[src/rtl/cpu_sram_arbiter.sv]
// Two-port sram-like bus arbiter: inst fetch and data ports share one bus, with in-order data return routing.
// Optional ARB_RR_EN selects round-robin priority instead of fixed data-over-inst.
module cpu_sram_arbiter #(
  parameter int unsigned MAX_OUTSTANDING = 2
) (
  input  logic        clk,
  input  logic        resetn,

  input  logic        inst_req,
  input  logic        inst_wr,
  input  logic [1:0]  inst_size,
  input  logic [31:0] inst_addr,
  input  logic [31:0] inst_wdata,
  output logic        inst_addr_ok,
  output logic        inst_data_ok,
  output logic [31:0] inst_rdata,

  input  logic        data_req,
  input  logic        data_wr,
  input  logic [1:0]  data_size,
  input  logic [31:0] data_addr,
  input  logic [31:0] data_wdata,
  output logic        data_addr_ok,
  output logic        data_data_ok,
  output logic [31:0] data_rdata,

  output logic        req,
  output logic        wr,
  output logic [1:0]  size,
  output logic [31:0] addr,
  output logic [31:0] wdata,
  input  logic        addr_ok,
  input  logic        data_ok,
  input  logic [31:0] rdata
);

  localparam int unsigned CNT_W = $clog2(MAX_OUTSTANDING + 1);
  localparam int unsigned PTR_W = (MAX_OUTSTANDING > 1) ? $clog2(MAX_OUTSTANDING) : 1;
  localparam logic ID_INST = 1'b0;
  localparam logic ID_DATA = 1'b1;

  typedef enum logic {S_IDLE, S_ADDR} state_t;

  state_t             r_state;
  state_t             w_state_nxt;
  logic               r_grant;
  logic               r_wr;
  logic [1:0]         r_size;
  logic [31:0]        r_addr;
  logic [31:0]        r_wdata;
  logic [PTR_W-1:0]   r_wptr;
  logic [PTR_W-1:0]   r_rptr;
  logic [CNT_W-1:0]   r_count;
  logic               r_fifo [MAX_OUTSTANDING];

  logic               w_full;
  logic               w_empty;
  logic               w_win;
  logic               w_load;
  logic               w_push;
  logic               w_pop;
  logic               w_head;

  function automatic logic [PTR_W-1:0] ptr_inc(input logic [PTR_W-1:0] p);
    return (p == PTR_W'(MAX_OUTSTANDING - 1)) ? '0 : p + PTR_W'(1);
  endfunction

  assign w_full  = (r_count == CNT_W'(MAX_OUTSTANDING));
  assign w_empty = (r_count == '0);
  assign w_head  = r_fifo[r_rptr];
  assign w_pop   = data_ok && !w_empty;

`ifdef ARB_RR_EN
  // Set means data wins the next tie; flips toward the port not served last.
  logic r_prio_data;

  always_ff @(posedge clk) begin
    if (!resetn) begin
      r_prio_data <= 1'b1;
    end else if (w_push) begin
      r_prio_data <= (r_grant == ID_INST);
    end
  end

  always_comb begin
    w_win = ID_INST;
    if (inst_req && data_req) begin
      w_win = r_prio_data ? ID_DATA : ID_INST;
    end else if (data_req) begin
      w_win = ID_DATA;
    end
  end
`else
  always_comb begin
    w_win = ID_INST;
    if (data_req) begin
      w_win = ID_DATA;
    end
  end
`endif

  always_ff @(posedge clk) begin
    if (!resetn) begin
      r_state <= S_IDLE;
    end else begin
      r_state <= w_state_nxt;
    end
  end

  // Grant only from IDLE with FIFO space; ADDR holds until the bus accepts.
  always_comb begin
    w_state_nxt = r_state;
    w_load      = 1'b0;
    w_push      = 1'b0;
    case (r_state)
      S_IDLE: begin
        if (!w_full && (inst_req || data_req)) begin
          w_load      = 1'b1;
          w_state_nxt = S_ADDR;
        end
      end
      S_ADDR: begin
        if (addr_ok) begin
          w_push      = 1'b1;
          w_state_nxt = S_IDLE;
        end
      end
      default: w_state_nxt = S_IDLE;
    endcase
  end

  always_ff @(posedge clk) begin
    if (!resetn) begin
      r_grant <= ID_INST;
      r_wr    <= 1'b0;
      r_size  <= 2'd0;
      r_addr  <= 32'd0;
      r_wdata <= 32'd0;
    end else if (w_load) begin
      r_grant <= w_win;
      r_wr    <= (w_win == ID_DATA) ? data_wr    : inst_wr;
      r_size  <= (w_win == ID_DATA) ? data_size  : inst_size;
      r_addr  <= (w_win == ID_DATA) ? data_addr  : inst_addr;
      r_wdata <= (w_win == ID_DATA) ? data_wdata : inst_wdata;
    end
  end

  // In-order source-ID FIFO; a same-cycle pop reads the old head.
  always_ff @(posedge clk) begin
    if (!resetn) begin
      r_wptr  <= '0;
      r_rptr  <= '0;
      r_count <= '0;
      for (int i = 0; i < int'(MAX_OUTSTANDING); i++) begin
        r_fifo[i] <= ID_INST;
      end
    end else begin
      if (w_push) begin
        r_fifo[r_wptr] <= r_grant;
        r_wptr         <= ptr_inc(r_wptr);
      end
      if (w_pop) begin
        r_rptr <= ptr_inc(r_rptr);
      end
      case ({w_push, w_pop})
        2'b10:   r_count <= r_count + CNT_W'(1);
        2'b01:   r_count <= r_count - CNT_W'(1);
        default: r_count <= r_count;
      endcase
    end
  end

  assign req   = (r_state == S_ADDR);
  assign wr    = r_wr;
  assign size  = r_size;
  assign addr  = r_addr;
  assign wdata = r_wdata;

  assign inst_addr_ok = w_push && (r_grant == ID_INST);
  assign data_addr_ok = w_push && (r_grant == ID_DATA);
  assign inst_data_ok = w_pop  && (w_head  == ID_INST);
  assign data_data_ok = w_pop  && (w_head  == ID_DATA);
  assign inst_rdata   = rdata;
  assign data_rdata   = rdata;

endmodule

[config.mk]
export PLATFORM = sky130hd
export DESIGN_NAME = cpu_sram_arbiter
export DESIGN_NICKNAME = d
export VERILOG_FILES = /design/src/rtl/cpu_sram_arbiter.sv
export SDC_FILE = /design/constraint.sdc
export NUM_CORES = 1
export LEC_CHECK = 0
export BUFFER_PORTS_ARGS = -buffer_cell sky130_fd_sc_hd__buf_4
export CORE_MARGIN = 10
export CORE_UTILIZATION = 40
export CTS_CLUSTER_SIZE = 16
export DETAILED_ROUTE_END_ITERATION = 10
export GPL_TIMING_DRIVEN = 0
export HOLD_SLACK_MARGIN = 0.1
export PLACE_DENSITY = 0.77
export SLEW_MARGIN = 15
export SYNTH_ARGS = -nofsm -noshare
export SYNTH_HDL_FRONTEND = slang
export SYNTH_SLANG_ARGS = --single-unit
export TNS_END_PERCENT = 5
[constraint.sdc]
create_clock -name clk -period 1.6 [get_ports clk]
set_clock_uncertainty 0.05 [all_clocks]
set_input_delay 0.08 -clock clk [delete_from_list [all_inputs] [get_ports clk]]
set_output_delay 0.08 -clock clk [all_outputs]
set_load 0.005 [all_outputs]
## Word level (Yosys, flattened, before mapping)

Memory sizes are Yosys's and may differ from the RTL's. A register that Yosys moved wholly into a read port is not among the register bits.
Index checks and enable logic that the tools add are counted.

- Register bits after elaboration: 73
- RAM bits: 2
- Word-level logic and storage cells: 55
- Memories: 1

- Add/subtract/negate cells: 4
- Equality and inequality tests: 3
- Muxes and demuxes: 23
- Bitwise logic cells: 3
- Reductions and logical operators: 12

Memories:

| name | depth | bits a word | read ports | clocked after memory_dff | write ports | line | source |
|---|---|---|---|---|---|---|---|
| r_fifo | 2 | 1 | 1 | 1 | 2 | 54 | `logic r_fifo [MAX_OUTSTANDING];` |

Operators by type and width:

| operator | count |
|---|---|
| 32-bit 2-to-1 mux | 2 |
| 1-bit 2-to-1 mux | 18 |
| 1-bit logical AND | 6 |
| 2-bit == test (second input constant) | 2 |
| 2-bit one-hot mux with 2 select lines | 1 |
| 1-bit NOT | 3 |
| 1-bit adder (second input constant) | 2 |
| 2-bit by 1-bit adder with 2-bit output (second input constant) | 1 |
| 2-bit by 1-bit == test with 1-bit output (second input constant) | 1 |
| 1-bit zero test | 2 |
| 2-bit zero test | 1 |
| 2-bit 2-to-1 mux | 1 |
| 1-bit one-hot mux with 2 select lines | 1 |
| 2-bit nonzero test | 1 |
| 2-bit by 1-bit subtractor with 2-bit output (second input constant) | 1 |
| 1-bit logical OR | 1 |
| 1-bit OR reduction | 1 |

## Depth between registers and ports, before layout

- Depth after elaboration: 7
- Mapped depth: 7
- Depth with buffers taken out: 3

## Least setup slack after synthesis

OpenSTA, ideal clock, no wires.

- Path type: register -> register
- From: register r_count[0]
- To: register r_addr[27] (netlist: addr[27])
- Arrival: 1208 ps
- Slack: 223 ps
- Stages on the path, launching flop included: 7
- Buffers on the path: 3
- Period minus slack after synthesis: 1377 ps
- Cells stage by stage: dfxtp_1 -> inv_2 -> a211o_1 -> buf_2 -> buf_6 -> buf_6 -> mux2i_1

- Cells in the longest elaborated chain, start to end: 5

RTL lines:

| element | line | source |
|---|---|---|
| from (decl) | 53 | `logic [CNT_W-1:0] r_count;` |
| from (signal assigned) | 166 | `2'b10: r_count <= r_count + CNT_W'(1);` |
| from (signal assigned) | 167 | `2'b01: r_count <= r_count - CNT_W'(1);` |
| from (signal assigned) | 168 | `default: r_count <= r_count;` |
| 2-bit == test | 68 | `assign w_full = (r_count == CNT_W'(MAX_OUTSTANDING));` |
| 1-bit zero test | 117 | `if (!w_full && (inst_req \|\| data_req)) begin` |
| 1-bit logical AND | 117 |  |
| 1-bit 2-to-1 mux | 117 |  |
| 1-bit 2-to-1 mux | 115 | `case (r_state)` |
| to (signal assigned) | 143 | `r_addr <= (w_win == ID_DATA) ? data_addr : inst_addr;` |
| to (decl) | 49 | `logic [31:0] r_addr;` |

No other way between the ends.
A chain may end at the register's enable or synchronous reset.

## Worst setup path in the final report

- From: input inst_wdata[17]
- To: register r_wdata[17] (netlist: wdata[17])

- Cells in the longest elaborated chain, start to end: 1

RTL lines:

| element | line | source |
|---|---|---|
| from (decl) | 13 | `input logic [31:0] inst_wdata,` |
| 32-bit 2-to-1 mux | 144 | `r_wdata <= (w_win == ID_DATA) ? data_wdata : inst_wdata;` |
| to (signal assigned) | 144 |  |
| to (decl) | 50 | `logic [31:0] r_wdata;` |

No other way between the ends.

==> results.py <==
metrics = {
    "run_status": {
        "status": "complete, no violations",
    },
    "placement": {
        "dpl.hpwl_um": 12980,
        "placed_cells": 886,
        "portBuffers": 273,
        "pre_cts_slack_ns": -0.07732,
        "gp_congestion": 0.8317,
    },
    "critical_path": {
        "worstSetupEndpointType": "register",
        "critPathRequiredTime_ns": 1.76,
        "r2r_end": "wdata[2]",
        "critPathKind": "in -> reg",
        "r2r_slack_ns": 0.09,
        "crit_path_max_fanout": 1,
        "cp-start-kind": "primary input",
        "path_cells": "dlygate4sd3_1, buf_4, mux2_2, dlygate4sd3_1, nand2_1, mux2i_1",
        "slowest_delay_ns": 0.56,
        "cpMostUsedCell": "dlygate4sd3_1",
        "startpoint": "inst_wdata[17]",
        "r2r_start": "r_count[0]",
        "r2r_cells": 6,
        "critical-path-slowest-cell": "dlygate4sd3_1",
        "cp.arrival_ns": 1.73,
    },
    "synth": {
        "synth.area.top_cells": "dfxtp_1 35%, mux2_2 17%, mux2i_1 16%",
        "async_flop_share_pct": 0,
        "yosysUniqueCellTypes": 28,
        "synth_common_cells": "139 x nand2_1, 76 x dfxtp_1, 71 x mux2i_1",
        "ys_seq_area_share_pct": 35.23,
        "ys.flop_type": "dfxtp_1",
        "ys_seq_elements": 76,
        "yosys_warnings": 0,
        "syn_avg_cell_area_um2": 9.055,
        "yosys.area.top_type": "dfxtp_1",
        "synth_top_area_share_pct": 35.23,
        "syn_nets": 649,
        "syn_inst": 477,
        "synthMostInstantiatedCell": "nand2_1",
        "synthesis.area_mm2": 0.004319,
        "synth_edf_count": 0,
    },
    "timing": {
        "setup_violations": 0,
        "tightest_slew_ns": 0.6251,
        "period_share_pct": 98.11,
        "setup_slack_ns": 0.03028,
        "setup_tns_ns": 0,
        "period_minus_slack_ns": 1.570,
        "drv_slew": 0,
        "max_slew_margin_pct": 58.32,
        "final_hold_viol_count": 0,
        "fmax_mhz": 637.1,
        "rsz0062_at_grt": "false",
        "whs_ns": 0.1167,
    },
    "min_path": {
        "min_path_cells": 4,
        "hold_start": "inst_wdata[8]",
        "min_to": "wdata[8]",
        "hold_class": "in -> reg",
    },
    "power": {
        "cellInternalPower_w": 0.003862,
        "p_leak_nw": 3.865,
        "power_frac_seq_pct": 40.7,
        "power_density_mw_per_mm2": 682.3,
        "pwr-share-clk_pct": 26.7,
        "ir_drop_mv": 0.4732,
        "switching_share_pct": 27.31,
        "p_sw_w": 0.001451,
        "pwr-share-comb_pct": 32.6,
    },
    "drt": {
        "wl_met1_um": 6042,
        "wl_met2_um": 10080,
        "first_iter_violations": 133,
        "vias_per_cell": 4.709,
        "routedWlPerCell_um": 18.45,
        "dr.pass1.iters": 4,
        "top_layer_used": "met4",
        "finalWirelength_um": 18650,
        "drc": 0,
        "antenna_left": 0,
        "wl_met3_um": 1794,
        "vias": 4761,
    },
    "global_route": {
        "gr-total-overflow": 0,
        "antenna_found_initial": 3,
        "grt_pass1_wl_um": 27680,
        "grt_max_degree": 13,
        "grt_pass1_vias": 5384,
        "track_usage_pct": 22.86,
    },
    "final_layout": {
        "area_growth_syn_to_layout_pct": 80.30,
        "fin_cells": 1011,
        "fillers": 706,
        "nets": 1038,
        "drive_above_1_share_pct": 50.17,
    },
    "floorplan": {
        "dieHeight_um": 123.9,
        "die_w_um": 123.9,
        "ios": 308,
        "core_mm2": 0.01042,
        "dieArea_mm2": 0.01535,
        "rows": 37,
        "start_util_pct": 41.47,
    },
    "cts": {
        "cts.reportedPaths.clkPinSlew_ns": 0.08,
        "clock_path_buffers": 2,
        "cts_tree": "done",
        "cts_made_buffers": 9,
        "htree_levels": 3,
        "root_buffer": "clkbuf_8",
        "clk_latency_ns": 0.33,
        "clock_sinks": 76,
    },
    "flow_run": {
        "max_cap_violations": 0,
    },
}
## power by group through the flow
stage	Sequential [W]	Combinational [W]	Clock, W
floorplan	0.00220	0.000678	0
global placement	0.00219	0.00146	0
detailed placement	0.00220	0.00149	0
CTS	0.00216	0.00171	0.00145
global route	0.00218	0.00187	0.00153
finish	0.00216	0.00173	0.00142
## repair_timing
item	CTS	global route
endpoints found under the setup margin	0	10
resized for setup	0	3
endpoints found under the hold margin	57	0
hold buffers	105	0
buffers inserted	0	0
## critical path: cells and delay by family
family,cells,cell delay (ns)
buf+inv,3,1.23
mux,2,0.33
simple gates,1,0.08
## placed cells by master, fill, tap and decap left out, types with 5 or more instances in the layout
| cell | netlist | routed |
|---|---|---|
| clkbuf_1 | 15 | 16 |
| buf_2 | 12 | 12 |
| dfxtp_1 | 76 | 74 |
| nand2_1 | 139 | 139 |
| dlygate4sd3_1 | 0 | 104 |
| clkbuf_8 | 0 | 9 |
| buf_4 | 65 | 338 |
| mux2i_1 | 71 | 71 |
| mux2_2 | 67 | 67 |
| clkinv_2 | 0 | 5 |
## logic make-up (layout without fill, tap and decap cells)
logic type      count (synthesis)  after routing  synth area share [%]
simple gates                  156            156                 14.46
mux                           138            138                 33.92
buf+inv                        97            491                 14.77
flops                          76             76                 35.23
compound gates                  8              8                 1.217
xor+xnor                        2              2                0.4056
other cells                     0              4                     0
## final cells by class
type | count | area [µm²] | area share, %
repair buffers | 378 | 3103 | 39.85
flip-flops and latches | 76 | 1524 | 19.57
plain buffers | 96 | 634.4 | 8.146
diodes | 4 | 10.01 | 0.1285
inverters | 1 | 3.754 | 0.04820
clock inverters | 6 | 55.05 | 0.7069
clock buffers | 10 | 127.6 | 1.639
multi-input cells | 304 | 2160 | 27.73
well taps | 136 | 170.2 | 2.185
## routing by layer
| layer | vias up | track usage, % |
|---|---|---|
| li1 | 2291 | - |
| met1 | 2195 | 21.56 |
| met2 | 221 | 42.22 |
| met3 | 54 | 7.828 |
| met4 | 0 | 13.17 |
| met5 | - | 0 |
## metrics by stage
step | power (W) | cell area (µm²) | utilization [%]
2_1_floorplan | 0.002879 | 4319 | -
3_5_place_dp | 0.003688 | 6539 | 62.77
6_report | 0.005313 | 7787 | 74.76
5_1_grt | 0.005574 | 7785 | 74.74
4_1_cts | 0.005319 | 7772 | 74.62
3_3_place_gp | 0.003651 | 6539 | 62.77
## registers in the layout, indices dropped and copies added, names as in the netlist, named ones only
| signal | flops |
|---|---|
| r_rptr | 1 |
| r_wptr | 1 |
| r_grant | 1 |
| size | 2 |
| r_count | 2 |
| r_fifo | 2 |
| wr | 1 |
| addr | 32 |
| req | 1 |
| wdata | 32 |
## worst max-delay path by stage
stage | slack, ns | cells past startpoint | end
2_1_floorplan | 0.22 | 6 | addr[27]
3_3_place_gp | 0.01 | 5 | addr[30]
3_5_place_dp | -0.08 | 5 | addr[14]
4_1_cts | 0.05 | 6 | wdata[2]
5_1_grt | 0.003 | 6 | wdata[2]
6_report | 0.03 | 6 | wdata[17]
(Power assumes the default switching activity.)
